===== src/rtl/gray_decoder_top.sv =====
// Gray-code switch input to one 7-segment digit (units or decades of the 0..15 value).
// Both async inputs share a matched synchroniser depth, so a digit and its select always arrive together.
module gray_decoder_top #(
   parameter int SYNC_STAGES    = 2,
   parameter bit SEG_ACTIVE_LOW = 1'b1
) (
   input  logic       clk,
   input  logic       rst,
   input  logic [3:0] gray_code,
   input  logic       show_decades,
   output logic [6:0] display_code
);

   localparam logic [6:0] SEG_BLANK_AL = 7'b1111111;
   localparam logic [6:0] SEG_BLANK    = SEG_ACTIVE_LOW ? SEG_BLANK_AL : ~SEG_BLANK_AL;

   logic [SYNC_STAGES-1:0][3:0] gray_sync_q;
   logic [SYNC_STAGES-1:0]      sel_sync_q;
   logic [6:0]                  display_code_q;
   logic [6:0]                  display_code_d;

   logic [3:0] gray_s;
   logic [3:0] bin;
   logic       is_high;
   logic [3:0] units;
   logic [3:0] decades;
   logic       show_units;
   logic [3:0] digit;
   logic [6:0] seg_al;

   // Index 0 is the metastability-catching stage; the last index feeds the decoder.
   always_ff @(posedge clk or posedge rst) begin
      if (rst) begin
         gray_sync_q <= '0;
         sel_sync_q  <= '0;
      end else begin
         // NOTE: non-blocking so every stage samples the previous stage's old value in the same edge.
         gray_sync_q <= {gray_sync_q[SYNC_STAGES-2:0], gray_code};
         sel_sync_q  <= {sel_sync_q[SYNC_STAGES-2:0], show_decades};
      end
   end

   assign gray_s = gray_sync_q[SYNC_STAGES-1];

   // Each binary bit is the XOR of all Gray bits at and above it.
   assign bin[3] = gray_s[3];
   assign bin[2] = ^gray_s[3:2];
   assign bin[1] = ^gray_s[3:1];
   assign bin[0] = ^gray_s[3:0];

   assign is_high    = (bin >= 4'd10);
   assign units      = is_high ? (bin - 4'd10) : bin;
   assign decades    = {3'b000, is_high};
   assign show_units = ~sel_sync_q[SYNC_STAGES-1];
   assign digit      = show_units ? units : decades;

   always_comb begin
      // NOTE: default first so every path assigns seg_al and no latch is inferred.
      seg_al = SEG_BLANK_AL;
      unique case (digit)
         4'd0:    seg_al = 7'b1000000;
         4'd1:    seg_al = 7'b1111001;
         4'd2:    seg_al = 7'b0100100;
         4'd3:    seg_al = 7'b0110000;
         4'd4:    seg_al = 7'b0011001;
         4'd5:    seg_al = 7'b0010010;
         4'd6:    seg_al = 7'b0000010;
         4'd7:    seg_al = 7'b1111000;
         4'd8:    seg_al = 7'b0000000;
         4'd9:    seg_al = 7'b0010000;
         default: seg_al = SEG_BLANK_AL;
      endcase
   end

   assign display_code_d = SEG_ACTIVE_LOW ? seg_al : ~seg_al;

   always_ff @(posedge clk or posedge rst) begin
      if (rst) begin
         display_code_q <= SEG_BLANK;
      end else begin
         display_code_q <= display_code_d;
      end
   end

   assign display_code = display_code_q;

endmodule


===== config.mk =====
export PLATFORM = sky130hd
export DESIGN_NAME = gray_decoder_top
export DESIGN_NICKNAME = d
export VERILOG_FILES = /design/src/rtl/gray_decoder_top.sv
export SDC_FILE = /design/constraint.sdc
export NUM_CORES = 1
export LEC_CHECK = 0
export BUFFER_PORTS_ARGS = -buffer_cell sky130_fd_sc_hd__buf_2
export CORE_UTILIZATION = 50
export CTS_CLUSTER_SIZE = 25
export DETAILED_ROUTE_END_ITERATION = 12
export GPL_TIMING_DRIVEN = 0
export PLACE_DENSITY = 0.82
export SYNTH_ARGS = -nofsm -noshare
export SYNTH_HDL_FRONTEND = slang
export SYNTH_SLANG_ARGS = --single-unit
export TNS_END_PERCENT = 100

===== constraint.sdc =====
create_clock -name clk -period 4.2 [get_ports clk]
set_input_delay 0.84 -clock clk [delete_from_list [all_inputs] [get_ports clk]]
set_output_delay 0.84 -clock clk [all_outputs]
set_load 0.03 [all_outputs]

# [Word-level counts from Yosys, hierarchy flattened]
# Memories as Yosys holds them, arrays and structs flattened. A register that Yosys moved wholly into a read port is not among the register bits.
# Cells that the tools add are included.
[word_totals] ff_bits=10 latch_bits=0 mem_bits_rw=0 romBits=112 input_bits=7 out_inout_bits=7 word_cells=11 memories=1
[memory_table] name="(name not given)" depth=16 word_bits=7 read_ports=1 rd_clocked_by_memory_dff=1 write_ports=0 line="60" text="unique case (digit)"
[op_classes] addsub=1 n_mul=0 n_div=0 magnitude_cmp=1 eq_ne=0 shifts=0 n_mux=2 bitwise_logic=0 n_reduce_logical=3
[op_table] cell="2-to-1 mux 4 bit" count=2
[op_table] cell=">= comparator 4 bit (second input constant)" count=1
[op_table] cell="XOR reduction 4 bit" count=1
[op_table] cell="subtractor 4 bit (second input constant)" count=1
[op_table] cell="XOR reduction 3 bit" count=1
[op_table] cell="XOR reduction 2 bit" count=1

# [Logic depth before layout (Yosys ltp)]
# Gate-level depths: netlist of run 1.
[logic_depth] depth_word=4 ltp_mapped=10 ltp_nobuf=9

# [Least setup slack after synthesis of run 1]
# Ideal clock, no wire load.
[synth_path] kind="reg-to-reg" startpoint="register gray_sync_q, in the netlist gray_s[3]" endpoint="register display_code_q[5], in the netlist display_code[5]" setup_ns=0.082 arrival_ns=2.082 required_time_ns=4.118 setup_slack_ns=2.036 stages_incl_launch_ff=9 n_path_buf=1 synth_period_minus_slack_ns=2.164 cell_sequence="dfrtp_1 ha_1 clkbuf_1 xnor3_1 mux2i_1 o21a_1 inv_1 ha_1 o31a_1"
[synth_via] elab_chain_cells=4 word_cells_on_any_way=7 classes_between="add/sub (1); order compare (1); mux (2); reduce/logical (3)"
[synth_rtl] element="from (decl)" line="17" text="logic [SYNC_STAGES-1:0][3:0] gray_sync_q;"
[synth_rtl] element="from (signal assigned)" line="38" text="gray_sync_q <= {gray_sync_q[SYNC_STAGES-2:0], gray_code};"
[synth_rtl] element="XOR reduction 4 bit (tied with other cells)" line="49" text="assign bin[0] = ^gray_s[3:0];"
[synth_rtl] element="subtractor 4 bit / >= comparator 4 bit (equally long branches)" line="52, 51"
[synth_rtl] element="2-to-1 mux 4 bit" line="52" text="assign units = is_high ? (bin - 4'd10) : bin;"
[synth_rtl] element="2-to-1 mux 4 bit *" line="55" text="assign digit = show_units ? units : decades;"
[synth_rtl] element="to (decl)" line="19" text="logic [6:0] display_code_q;"
# Mark *: on every way between the ends. The rest lies on a longest branch, timed or not.

# [Final worst setup path of run 1]
# Same ends and word-level chain as after synthesis.

==> results of run 1 <==
## layout make-up
class | count | area [um2] | share of cell area, %
clock buffer | 3 | 22.5 | 2.29
tap | 16 | 20.0 | 2.03
timing repair buffer | 13 | 65.1 | 6.61
buffer | 3 | 11.3 | 1.14
sequential | 17 | 434 | 44.1
clock inverter | 1 | 7.51 | 0.762
inverter | 4 | 15.0 | 1.52
multi-input combinational | 48 | 409 | 41.6
## worst max path at each step
stage          startpoint               to  slack (ns)
6_report        gray_s[3]  display_code[5]        1.78
5_1_grt         gray_s[3]  display_code[5]        1.59
4_1_cts         gray_s[3]  display_code[5]        1.80
3_5_place_dp    gray_s[3]  display_code[5]        1.82
3_3_place_gp    gray_s[3]  display_code[5]        1.86
2_1_floorplan   gray_s[3]  display_code[5]        2.04
## through the flow
step                      hold slack [ns]  power (mW)  cells  util, %  cell area (um2)
after floorplan                     0.331       0.293     72        -              870
after global placement              0.334       0.314    101     61.2              955
after detailed placement            0.335       0.317    101     61.2              955
after CTS                           0.359       0.406    105     63.2              985
after global routing                0.370       0.423    105     63.2              985
final                               0.357       0.400    105     63.2              985
## placed cells by master, fill, tap and decap left out, drive strengths merged, types with 2 or more instances in the layout
cell,instances
xnor3,2
inv,4
a211o,2
clkbuf,6
nor2,8
buf,13
dfstp,7
o21ai,3
nand2,3
ha,5
o21bai,2
nor3,2
mux2i,3
dfrtp,10
## synth_stat cells
master / instances / share of area, %
nand3_1: 1 / 0.57
ha_1: 5 / 7.2
a21oi_1: 1 / 0.57
nand2_1: 3 / 1.3
a21o_1: 1 / 0.86
nor4_4: 1 / 2.4
mux2i_1: 2 / 2.3
dfrtp_1: 10 / 29
o31a_1: 1 / 1.0
o221ai_1: 1 / 1.0
o21a_1: 1 / 0.86
and3_1: 1 / 0.72
nand3b_1: 1 / 0.86
mux2_4: 1 / 1.7
o21ai_0: 3 / 1.7
o21bai_1: 2 / 1.7
mux2i_2: 1 / 1.6
a211o_1: 2 / 2.0
xor2_1: 1 / 1.0
dfstp_2: 7 / 21
nor2_1: 8 / 3.5
inv_1: 4 / 1.7
and2_4: 1 / 1.0
xnor3_1: 1 / 2.6
a41oi_2: 1 / 1.9
clkbuf_1: 3 / 1.3
xnor3_2: 1 / 2.7
a31oi_1: 1 / 0.72
nor3_1: 2 / 1.2
nor2b_1: 1 / 0.72
a32oi_1: 1 / 1.0
a2111o_1: 1 / 1.3
or3b_2: 1 / 1.0
## power breakdown
part	total (mW)	internal [mW]	switching, mW
registers	0.196	0.191	0.00561
logic	0.118	0.0443	0.0733
clock network	0.0863	0.0361	0.0502
total	0.400	0.271	0.129
## critical path: stages, from the launching register on
cell and delay (ns):
dfrtp_1 0.48, ha_1 0.31, clkbuf_1 0.27, xnor3_1 0.27, mux2i_1 0.13, o21a_1 0.30
inv_1 0.08, ha_1 0.21, o31a_1 0.29
## flip-flops by register name (all words and copies together), names as in the netlist
register	count
gray_s	4
display_code	7
gray_sync_q	4
sel_sync_q	2
## cell families after synthesis
family,count (synthesis),share of synthesized area (%)
AND/OR/NAND/NOR,20,13.2
flip-flops,17,49.9
AO/OA/AOI/OAI,16,14.7
buffers and inverters,7,3.02
adder cells (fa/ha/maj),5,7.19
multiplexers,4,5.61
XOR/XNOR,3,6.33
## metal layers
metal / global-route usage (%) / vias up / routed length [um]
li1: - / 291 / -
met1: 22.7 / 288 / 619
met2: 23.9 / 10 / 617
met3: 1.25 / 2 / 27
met4: 7.50 / 0 / 8
met5: 0 / - / 0
==> impl_metrics.env, run 1 <==
export IMPL_io_pins=14
export IMPL_fp_dieH_um=43.7
export IMPL_violations="design-rule violations"
export IMPL_dieArea_um2=1910
export IMPL_cts_hold_buffers=0
export IMPL_yosysWarningCount=0
export IMPL_ys_ff_latch=17
export IMPL_layout_nets=102
export IMPL_holdPathEnd="gray_s[3]"
export IMPL_r2r_start="gray_s[3]"
export IMPL_wirelength_mm=1.27
export IMPL_nFillCells=116
export IMPL_tightest_slew_ns=0.588
export IMPL_final_max_slew_viol_count=0
export IMPL_drive_gt1_share_pct=34.8
export IMPL_grt_use_total_pct=15.6
export IMPL_synth_cell_types=33
export IMPL_first_global_vias=502
export IMPL_vias_per_cell=5.63
export IMPL_drtIter0Drc=21
export IMPL_place_congestion=0.751
export IMPL_drc=1
export IMPL_worstHoldPathType="reg2reg"
export IMPL_fin_skew_ns=0.00152
export IMPL_cp_end_kind="register"
export IMPL_cts_tree="built"
export IMPL_fmax_ghz=0.414
export IMPL_hp_start="gray_sync_q[3]"
export IMPL_status="finished with violations"
export IMPL_antenna_cells=0
export IMPL_cp_arrival_ns=2.64
export IMPL_synth_fp_nets=84
export IMPL_min_path_cells=0
export IMPL_num_rows=14
export IMPL_cts_root_buf="clkbuf_4"
export IMPL_clock_latency_ns=0.28
export IMPL_fin_crit_sh_pct=57.6
export IMPL_post_cts_buffers=0
export IMPL_ir_worst_vdd_mv=0.269
export IMPL_fp_dieW_um=43.7
export IMPL_grt_ovfl_total=0
export IMPL_core_area_um2=1560
export IMPL_synth_cells=72
export IMPL_initial_core_util_pct=55.8
export IMPL_antenna_found_initial=0
export IMPL_port_buffers=13
export IMPL_setup_viol=0
export IMPL_yosysSeqAreaShare_pct=49.9
export IMPL_cellLeakagePower_nw=0.465
export IMPL_path_clk_slew_ns=0.10
export IMPL_crit_fanout=9
export IMPL_clockBufferDepth=2
export IMPL_worstSetupPathType="reg2reg"
export IMPL_min_period_ns=2.42
export IMPL_reg2reg_depth=8
export IMPL_tns_ns=0
export IMPL_hpwl_um=924
export IMPL_firstDrtPassIters=8
export IMPL_syn_to_final_growth_pct=13.2
export IMPL_relSlewSlack_pct=60.8
export IMPL_place_ws_ns=1.82
export IMPL_startpoint_type="register"
export IMPL_reg2reg_slack_ns=1.78
export IMPL_num_vias=591
export IMPL_fin_ws_ns=1.78
export IMPL_power_density_nw_per_um2=407
export IMPL_reg2reg_to="display_code[5]"
export IMPL_cts_max_level=1
export IMPL_clock_sinks=17
export IMPL_wl_per_cell_um=12.1
export IMPL_cap_viol_max_count=0
export IMPL_grt_max_degree=18
export IMPL_cts_buffers=3
export IMPL_cts_resized_gates=0
export IMPL_grt_pass1_wl_mm=2.19
export IMPL_avgSynthCellArea_um2=12.1
export IMPL_rsz0062_at_grt="false"
export IMPL_final_antenna_net_count=0
export IMPL_netlist_area_um2=870
export IMPL_finalHoldViolCount=0
export IMPL_crit_required_ns=4.42
(Power assumes the default switching activity.)
==> inputs of run 2 (changes only) <==
Settings changed: ABC_AREA set to 1, CORE_UTILIZATION 50 to 48.
Clock period 4.2 ns to 1.95 ns, I/O delays scaled along.
==> impl_metrics.env, run 2 <==
export IMPL_status="completed"
export IMPL_first_global_vias=635
export IMPL_ir_worst_vdd_mv=0.761
export IMPL_p_clk_share_pct=20.8
export IMPL_syn_to_final_growth_pct=20.4
export IMPL_synth_edf_count=0
export IMPL_cp_arrival_ns=2.11
export IMPL_relSlewSlack_pct=61.0
export IMPL_final_antenna_net_count=0
export IMPL_tns_ns=0
export IMPL_fin_crit_sh_pct=96.9
export IMPL_wirelength_mm=1.73
export IMPL_cp_end_kind="register"
export IMPL_port_buffers=13
export IMPL_wl_per_cell_um=13.0
export IMPL_synth_common_cells="26 x nand2_1, 10 x dfrtp_1, 8 x nand3_1"
export IMPL_synth_cell_types=19
export IMPL_dieArea_um2=1990
export IMPL_core_area_um2=1710
export IMPL_async_flop_share_pct=100
export IMPL_cellLeakagePower_nw=0.545
export IMPL_hpwl_mm=1.16
export IMPL_yosysWarningCount=0
export IMPL_grt_pass1_wl_mm=2.45
export IMPL_fin_skew_ns=0.00217
export IMPL_firstDrtPassIters=4
export IMPL_max_stage_delay_ns=0.43
export IMPL_drc=0
export IMPL_drive_gt1_share_pct=50.0
export IMPL_switchingPower_mw=0.292
export IMPL_grt_max_degree=18
export IMPL_power_mw=0.858
export IMPL_cap_viol_max_count=0
export IMPL_grt_ovfl_total=0
export IMPL_fmax_ghz=0.529
export IMPL_antenna_found_initial=0
export IMPL_cts_hold_buffers=0
export IMPL_final_cell_mix="24 x nand2_1, 13 x buf_2, 9 x dfrtp_1, 8 x nand3_2, 7 x dfstp_2"
export IMPL_synth_most_common_cell="nand2_1"
export IMPL_vias_per_cell=5.11
export IMPL_cts_buffers=3
export IMPL_cts_root_buf="clkbuf_4"
export IMPL_crit_required_ns=2.17
export IMPL_power_frac_seq_pct=49.0
export IMPL_largest_reg_flops=7
export IMPL_synth_top_area_share_pct=28.7
export IMPL_crit_fanout=6
export IMPL_whs_ns=0.146
export IMPL_clock_latency_ns=0.29
export IMPL_p_sw_share_pct=34.1
export IMPL_min_period_ns=1.89
export IMPL_avgSynthCellArea_um2=9.69
export IMPL_place_congestion=0.886
export IMPL_final_cells=133
export IMPL_startpoint_type="register"
export IMPL_synth_fp_nets=102
export IMPL_netlist_area_um2=872
export IMPL_synth_top_area_cell="dfrtp_1"
export IMPL_num_rows=15
export IMPL_final_max_slew_viol_count=0
export IMPL_finalHoldViolCount=0
export IMPL_drtIter0Drc=16
export IMPL_ys_ff_latch=17
export IMPL_io_pins=14
export IMPL_yosysSeqAreaShare_pct=49.8
export IMPL_fp_dieH_um=44.6
export IMPL_path_cells="inv_2, ha_4, or2_0, nand3_1, nand2_2, inv_2, ha_4, nand4_1, nand2_1, nand2_1, nand2_1"
export IMPL_slowest_stage="dfrtp_1"
export IMPL_tightest_slew_ns=0.584
export IMPL_worstSetupPathType="reg2reg"
export IMPL_clockBufferDepth=2
export IMPL_antenna_cells=0
export IMPL_p_int_mw=0.565
export IMPL_path_clk_slew_ns=0.09
export IMPL_cts_tree="built"
export IMPL_power_density_nw_per_um2=817
export IMPL_cp_common_cell="nand2_1"
export IMPL_synth_main_ff_cell="dfrtp_1"
export IMPL_worstHoldPathType="in2async"
export IMPL_layout_nets=121
export IMPL_initial_core_util_pct=51.1
export IMPL_ys_top_cells_by_area="dfrtp_1 29%, dfstp_2 21%, nand2_1 11%, ha_1 7.2%, nand3_2 6.9%"
export IMPL_p_comb_share_pct=30.2
export IMPL_place_inst=128
export IMPL_fp_dieW_um=44.6
export IMPL_num_vias=679
export IMPL_setup_viol=0
export IMPL_clock_sinks=17
export IMPL_layout_commonest_cell="nand2_1"
export IMPL_synth_cells=90
export IMPL_grt_use_total_pct=18.0
export IMPL_cts_max_level=1
## run 2: path summary, 6_finish.rpt
| kind | slack [ns] | cells past startpoint | startpoint | to |
|---|---|---|---|---|
| max in group asynchronous | 1.39 | 2 | rst | gray_s[3] |
| max | 0.06 | 11 | gray_s[2] | display_code[3] |
| min in group clk | 0.20 | 1 | gray_code[2] | gray_sync_q[2] |
| min | 0.15 | 2 | rst | sel_sync_q[0] |
| min reg2reg | 0.36 | 0 | gray_sync_q[1] | gray_s[1] |
| max reg2reg | 0.06 | 11 | gray_s[2] | display_code[3] |
## run 2: power groups by stage
stage	clock [mW]	combinational, mW	sequential (mW)
final	0.178	0.259	0.421
after floorplan	0	0.124	0.482
after detailed placement	0	0.234	0.425
after global placement	0	0.226	0.423
after global routing	0.199	0.280	0.426
after CTS	0.188	0.236	0.420
## run 2: kinds of logic (layout without fill, tap and decap cells)
logic type                 after synthesis  in the layout  synth area share [%]
AOI/OAI and AO/OA                        3              3                  2.15
adders and majority gates                5              5                  7.17
and+or+nand+nor                         53             53                  35.2
buffers and inverters                   11             29                  4.73
xor gates and xnor gates                 1              1                  1.00
DFF                                     17             17                  49.8
## run 2: area by class of cell
| cell class | instances | area, um2 |
|---|---|---|
| well taps | 25 | 31.3 |
| fillers | 133 | 658 |
| clock inverters | 1 | 5.00 |
| multi-input cells | 62 | 442 |
| inverters | 11 | 41.3 |
| clock buffers | 3 | 22.5 |
| flip-flops and latches | 17 | 435 |
| repair buffers | 14 | 72.6 |
## run 2: stage by stage
stage	utilization [%]	setup slack [ns]	instance area [um2]
final	61.5	0.0612	1050
after global routing	61.5	-0.0435	1050
after CTS	58.5	0.0365	998
after detailed placement	56.7	0.0310	968
after global placement	56.7	0.0699	968
after floorplan	-	0.186	872
## run 2: repair_timing
item	in CTS	in global routing
setup endpoints to repair	1	1
pin swaps	0	1
cloned	0	0
buffers inserted	0	1
gates resized for setup	1	10
## run 2: critical path: cells and delay by family, from the launching register on
kind | cells | cell delay (ns)
DFF | 1 | 0.43
adders and majority gates | 2 | 0.44
buffers and inverters | 2 | 0.22
and+or+nand+nor | 7 | 0.72
## run 2: layer usage
| metal | vias to the layer above | part of all wire, % | GRT usage (%) |
|---|---|---|---|
| met2 | 20 | 53 | 29.4 |
| met3 | 9 | 3.5 | 3.67 |
| met1 | 326 | 38 | 18.5 |
| met5 | - | 0 | 0 |
| met4 | 0 | 5.1 | 18.8 |
| li1 | 324 | - | - |
